**src/rtl/mem_arbiter_axil.sv**
```systemverilog
// Two-port arbiter sharing one memory-system wrapper request port between
// instruction fetch (read-only) and load/store (read/write), with fetch anti-starvation.
module mem_arbiter_axil #(
  parameter int unsigned XLEN         = 32,
  parameter int unsigned STARVE_LIMIT = 4
) (
  input  logic            clk,
  input  logic            rst_n,
  input  logic            i_req,
  input  logic [XLEN-1:0] i_addr,
  input  logic            i_kill,
  output logic [XLEN-1:0] i_rdata,
  output logic            i_done,
  input  logic            d_req,
  input  logic            d_wr,
  input  logic [XLEN-1:0] d_addr,
  input  logic [XLEN-1:0] d_wdata,
  input  logic [3:0]      d_be,
  output logic [XLEN-1:0] d_rdata,
  output logic            d_done,
  output logic [XLEN-1:0] m_addr,
  output logic [XLEN-1:0] m_data_in,
  output logic            m_wr,
  output logic            m_rd,
  output logic            m_valid,
  output logic [3:0]      m_be,
  input  logic [XLEN-1:0] m_data_out,
  input  logic            m_done,
  output logic            gnt_i,
  output logic            gnt_d
);

  localparam int unsigned SW = 4;

  typedef enum logic [1:0] {IDLE, BUSY_I, BUSY_D} state_t;

  state_t        state;
  logic [SW-1:0] streak;
  logic          kill_pend;
  logic [SW-1:0] streak_inc;
  logic          starved;
  logic          i_cmpl;
  logic          d_cmpl;

  assign starved    = (streak == SW'(STARVE_LIMIT));
  assign streak_inc = starved ? streak : streak + SW'(1);

  // Arbitration, request latching and completion; m_* are the latched request registers
  always_ff @(posedge clk or negedge rst_n) begin
    if (!rst_n) begin
      state     <= IDLE;
      streak    <= '0;
      kill_pend <= 1'b0;
      m_valid   <= 1'b0;
      m_rd      <= 1'b0;
      m_wr      <= 1'b0;
      m_be      <= 4'h0;
      m_addr    <= '0;
      m_data_in <= '0;
    end else begin
      case (state)
        IDLE: begin
          if (i_req && (!d_req || starved)) begin
            state     <= BUSY_I;
            streak    <= '0;
            m_valid   <= 1'b1;
            m_rd      <= 1'b1;
            m_wr      <= 1'b0;
            m_be      <= 4'hF;
            m_addr    <= i_addr;
            m_data_in <= '0;
          end else if (d_req) begin
            state     <= BUSY_D;
            streak    <= i_req ? streak_inc : '0;
            m_valid   <= 1'b1;
            m_rd      <= ~d_wr;
            m_wr      <= d_wr;
            m_be      <= d_be;
            m_addr    <= d_addr;
            m_data_in <= d_wdata;
          end else begin
            streak <= '0;
          end
        end
        BUSY_I, BUSY_D: begin
          if (m_done) begin
            state     <= IDLE;
            kill_pend <= 1'b0;
            m_valid   <= 1'b0;
            m_rd      <= 1'b0;
            m_wr      <= 1'b0;
            m_be      <= 4'h0;
            m_addr    <= '0;
            m_data_in <= '0;
          end else if (state == BUSY_I && i_kill) begin
            kill_pend <= 1'b1;
          end
        end
        default: state <= IDLE;
      endcase
    end
  end

  assign gnt_i = (state == BUSY_I);
  assign gnt_d = (state == BUSY_D);

  // Completion is reported in the wrapper's done cycle; a killed fetch stays silent
  assign i_cmpl  = gnt_i & m_done;
  assign d_cmpl  = gnt_d & m_done;
  assign i_done  = i_cmpl & ~(kill_pend | i_kill);
  assign d_done  = d_cmpl;
  assign i_rdata = i_cmpl ? m_data_out : '0;
  assign d_rdata = d_cmpl ? m_data_out : '0;

endmodule

```
**config.mk**
```make
export PLATFORM = sky130hd
export DESIGN_NAME = mem_arbiter_axil
export DESIGN_NICKNAME = d
export VERILOG_FILES = /design/src/rtl/mem_arbiter_axil.sv
export SDC_FILE = /design/constraint.sdc
export NUM_CORES = 1
export LEC_CHECK = 0
export CORE_MARGIN = 5
export CORE_UTILIZATION = 39
export DETAILED_ROUTE_END_ITERATION = 8
export PLACE_DENSITY = 0.88
export SKIP_LAST_GASP = 1
export SLEW_MARGIN = 20
export SYNTH_ARGS = -nofsm -noshare
export SYNTH_HDL_FRONTEND = slang
export SYNTH_SLANG_ARGS = --single-unit
```
**constraint.sdc**
```tcl
create_clock -name clk -period 3 [get_ports clk]
set_input_delay 0.3 -clock clk [delete_from_list [all_inputs] [get_ports clk]]
set_output_delay 0.3 -clock clk [all_outputs]
set_load 0.02 [all_outputs]
```
* Word level (Yosys, flattened, before mapping)
Index checks and enable logic that the tools add are counted. Widths: inputs -> output; s select.
Operators by class: add/subtract/negate cells 1, multipliers 0, div/mod/pow operators 0, magnitude comparators 0, equality and inequality tests 6, shift operators 0, mux-type cells 33, bitwise logic cells 6, reduce and logical (&&, ||, !) cells 12
Operators with widths (number):
- $mux 32 | 7
- $pmux 32 s2 | 2
- $mux 4 | 7
- $mux 1 | 9
- $pmux 4 s2 | 1
- $mux 2 | 3
- $pmux 1 s2 | 3
- $reduce_and 2->1 | 3
- $add 4x1->4 const B | 1
- $eq 4x3->1 const B | 1
- $ne 4x3->1 const B | 1
- $pmux 2 s2 | 1
- $reduce_bool 2->1 | 2
- $and 1x1->1 | 3
- $ne 3x3->1 const B | 1
- $reduce_and 3->1 | 1
- $eq 2x1->1 const B | 1
- $eq 2x2->1 const B | 1
- $logic_and 1x1->1 | 2
- $logic_not 2->1 | 1
- $ne 2x2->1 const B | 1
- $not 1->1 | 2
- $reduce_or 2->1 | 1
- $logic_not 1->1 | 1
- other kinds (2) | 2
Word-level totals: register bits 78, bits in latches 0, memory bits (writable) 0, memory bits (read-only) 0, bits of input ports 139, output and inout bits 139, word-level logic and storage cells 67, memories kept 0

* Depth between registers and ports, before layout
Gate-level depths: netlist (run 1).
word-level depth 5, mapped depth 8, depth with buffers taken out 5

* Least setup slack after synthesis (run 1)
OpenSTA, ideal clock, no wires.
path kind flip-flop to output port, start register state[1], end output port i_done, data arrival time 1543 ps, data required time 2700 ps, setup slack 1157 ps, stages on the path, launching flop included 6, path buffers 1, cell sequence dfrtp_1 -> inv_1 -> ha_1 -> clkbuf_1 -> nand2_1 -> nor3_1
On the way: longest elaborated chain between the ends 3
RTL lines:
- from (decl) | line 37 | state_t state;
- from (signal assigned) | line 51 | state <= IDLE;
- from (signal assigned) | line 64 | state <= BUSY_I;
- from (signal assigned) | line 73 | state <= BUSY_D;
- $eq 2x1->1 | line 104 | assign gnt_i = (state == BUSY_I);
- net gnt_i | line 29 | output logic gnt_i,
- $and 1x1->1 | line 108 | assign i_cmpl = gnt_i & m_done;
- $and 1x1->1 | line 110 | assign i_done = i_cmpl & ~(kill_pend | i_kill);
- to (decl) | line 13 | output logic i_done,
The timed path passes the listed nets, and every way through them passes these cells.

* Worst setup path in the final report (run 1)
start register state[1], end output port i_rdata[14]
On the way: longest elaborated chain between the ends 3
RTL lines:
- $eq 2x1->1 | line 104
- $and 1x1->1 | line 108
- $mux 32 | line 112 | assign i_rdata = i_cmpl ? m_data_out : '0;
- to (decl) | line 12 | output logic [XLEN-1:0] i_rdata,
No other way between the ends.

==> results.sh, run 1 <==
export IMPL_outcome="finished with violations"
export IMPL_violations="negative hold slack"
export IMPL_io_buffer_count=277
export IMPL_grt_total_usage=0.244
export IMPL_leakage_nw=3.14
export IMPL_worst_ir_drop_vdd_v=0.000401
export IMPL_viasPerCell=5.56
export IMPL_cap_violations=0
export IMPL_htreeDepth=3
export IMPL_grt_pass1_wl_um=24700
export IMPL_clock_latency_ps=360
export IMPL_synth_seq_area_share=0.483
export IMPL_path_clk_slew_ps=90
export IMPL_hp_class="in2async"
export IMPL_ys_ff_latch=78
export IMPL_relSlewSlack=0.522
export IMPL_synthesis_area_um2=4040
export IMPL_crit_path_end="i_rdata[14]"
export IMPL_antenna_left=0
export IMPL_crit_required_ps=2700
export IMPL_ys_async_sr_fraction=1.00
export IMPL_start_kind="flop"
export IMPL_drive_above_1_share=0.0526
export IMPL_drt_iter0_drc=375
export IMPL_finalCriticalPeriod_ps=2740
export IMPL_die_y_um=112
export IMPL_grt_max_degree=79
export IMPL_tritoncts="done"
export IMPL_clock_sinks=78
export IMPL_antenna_found_initial=0
export IMPL_setup_viol=0
export IMPL_synth_edf_count=0
export IMPL_fin_crit_sh=0.915
export IMPL_worst_hold_slack_ps=-65.5
export IMPL_post_cts_setup_buffers=0
export IMPL_grt_pass1_vias=4578
export IMPL_critPathKind="reg2out"
export IMPL_syn_inst=409
export IMPL_power_density_nw_per_um2=808
export IMPL_layout_nets=805
export IMPL_pre_cts_slack_ps=469
export IMPL_utilization=0.689
export IMPL_cts_path_max_buffers=2
export IMPL_worstRegToRegCells=7
export IMPL_dr_pass1_iters=4
export IMPL_hpwl_um=11800
export IMPL_tns_ps=0
export IMPL_die_area_um2=12500
export IMPL_rows=37
export IMPL_critPathArrivalTime_ps=2440
export IMPL_yosys_warnings=0
export IMPL_path_max_fanout=21
export IMPL_regToRegStartpoint="state[1]$_DFFE_PN0P_"
export IMPL_place_congestion=0.898
export IMPL_fin_ws_ps=255
export IMPL_final_common_cell="clkdlybuf4s50_1"
export IMPL_hold_viol=46
export IMPL_coreArea_um2=10200
export IMPL_cp_startpoint="state[1]$_DFFE_PN0P_"
export IMPL_cts_made_buffers=9
export IMPL_die_w_um=112
export IMPL_drt_wirelength_per_cell_um=19.6
export IMPL_end_kind="output port"
export IMPL_io_pins=278
export IMPL_start_util=0.395
export IMPL_rrSetupSlack_ps=700
export IMPL_yosysUniqueCellTypes=39
export IMPL_syn_nets=553
export IMPL_routed_wirelength_um=15700
export IMPL_rsz0062_at_grt="no"
export IMPL_drc=0
export IMPL_root_buffer="clkbuf_8"
export IMPL_gr_total_overflow=0
export IMPL_slew_violations=0
export IMPL_holdBufCountCts=0
export IMPL_area_growth_pct=74.4
export IMPL_tightest_slew_ps=716
export IMPL_cts_resized=0
export IMPL_most_common_layout_cells="clkdlybuf4s50_1, dfrtp_1, and3_1"
export IMPL_r2r_end="m_addr[11]$_DFFE_PN0P_"
export IMPL_fmax_mhz=364
export IMPL_finalPower_mw=5.70
export IMPL_avgSynthCellArea_um2=9.89
export IMPL_synth_ff_type="dfrtp_1"
export IMPL_fin_worst_skew_ps=9.57
export IMPL_diodes=0
export IMPL_dr_total_vias=4456
## through the flow
stage,hold WS [ps],cells,area (um2)
global route,29.1,802,7050
detailed placement,475,786,6870
finish,-65.5,802,7050
CTS,126,802,7050
floorplan,4.41,409,4040
global placement,479,786,6860
## area by class of cell
| class | count | area, um2 |
|---|---|---|
| clock inverters | 7 | 57.6 |
| multi-input cells | 246 | 1750 |
| flip-flops and latches | 78 | 1950 |
| well taps | 136 | 170 |
| clock buffers | 9 | 124 |
| inverters | 38 | 143 |
| fillers | 797 | 3180 |
| repair buffers | 288 | 2860 |
## critical path, cell delays in order (launching register included)
cell	delay [ps]
dfrtp_1	400
inv_1	90
ha_1	440
buf_4	290
and3_1	250
clkdlybuf4s50_1	630
## routing by layer
metal | up-vias | wire, um | part of all wire | global-route usage
li1 | 2041 | - | - | -
met1 | 2120 | 5610 | 0.36 | 0.271
met2 | 253 | 8090 | 0.52 | 0.439
met3 | 42 | 1430 | 0.091 | 0.0652
met4 | 0 | 569 | 0.036 | 0.102
met5 | - | 0 | 0 | 0
## registers in the layout, summed over array words and instances, names as in the netlist
name       flops
m_wr           1
kill_pend      1
streak         4
m_valid        1
m_be           4
m_rd           1
m_data_in     32
m_addr        32
state          2
## synthesized netlist by cell type (all sizes together) (2+ instances only)
cell type / n / area share
a22o: 33 / 0.071
and3: 66 / 0.10
buf: 14 / 0.022
clkbuf: 33 / 0.031
dfrtp: 78 / 0.48
ha: 5 / 0.015
inv: 38 / 0.035
mux2i: 2 / 0.0050
nand2: 4 / 0.0037
nand2b: 2 / 0.0031
nand4: 32 / 0.050
nand4b: 2 / 0.0059
nor2: 2 / 0.0025
nor2b: 2 / 0.0031
nor3: 5 / 0.0062
nor3b: 2 / 0.0065
o21ai: 37 / 0.047
o2bb2ai: 7 / 0.015
o311ai: 32 / 0.069
o31ai: 2 / 0.0037
## kinds of logic (layout without fill, tap and decap cells)
kind of cell | count (synthesis) | count (layout) | share of synthesized area
mux | 2 | 2 | 0.00495
buf+inv | 85 | 342 | 0.0879
flops | 78 | 78 | 0.483
simple gates | 123 | 123 | 0.194
compound gates | 116 | 116 | 0.215
fa+ha+maj | 5 | 5 | 0.0155
## where the power goes
group          internal (mW)  switching, mW  leakage (nW)
Clock                  0.312          0.429        0.0881
Sequential              1.43          0.209          1.02
Combinational           1.48           1.84          2.03
## worst min path at each step
stage | from | endpoint | slack [ps]
6_report | rst_n | m_addr[17]$_DFFE_PN0P_ | -70
5_1_grt | rst_n | m_addr[17]$_DFFE_PN0P_ | 30
3_5_place_dp | m_be[3]$_DFFE_PN0P_ | m_be[3]$_DFFE_PN0P_ | 470
4_1_cts | rst_n | m_addr[17]$_DFFE_PN0P_ | 130
3_3_place_gp | m_be[3]$_DFFE_PN0P_ | m_be[3]$_DFFE_PN0P_ | 480
2_1_floorplan | rst_n | kill_pend$_DFFE_PN0P_ | 4
Note: power is estimated with default switching activity, not from simulation.
==> inputs of run 2 (changes only) <==
--- a/config.mk
+++ b/config.mk
@@ -7,6 +7,7 @@
 export LEC_CHECK = 0
 export CORE_MARGIN = 5
 export CORE_UTILIZATION = 39
+export CTS_CLUSTER_SIZE = 20
 export DETAILED_ROUTE_END_ITERATION = 8
 export PLACE_DENSITY = 0.88
 export SKIP_LAST_GASP = 1
==> results of run 2 <==
No change in the layout: final DEF, timing and power equal those of run 1.
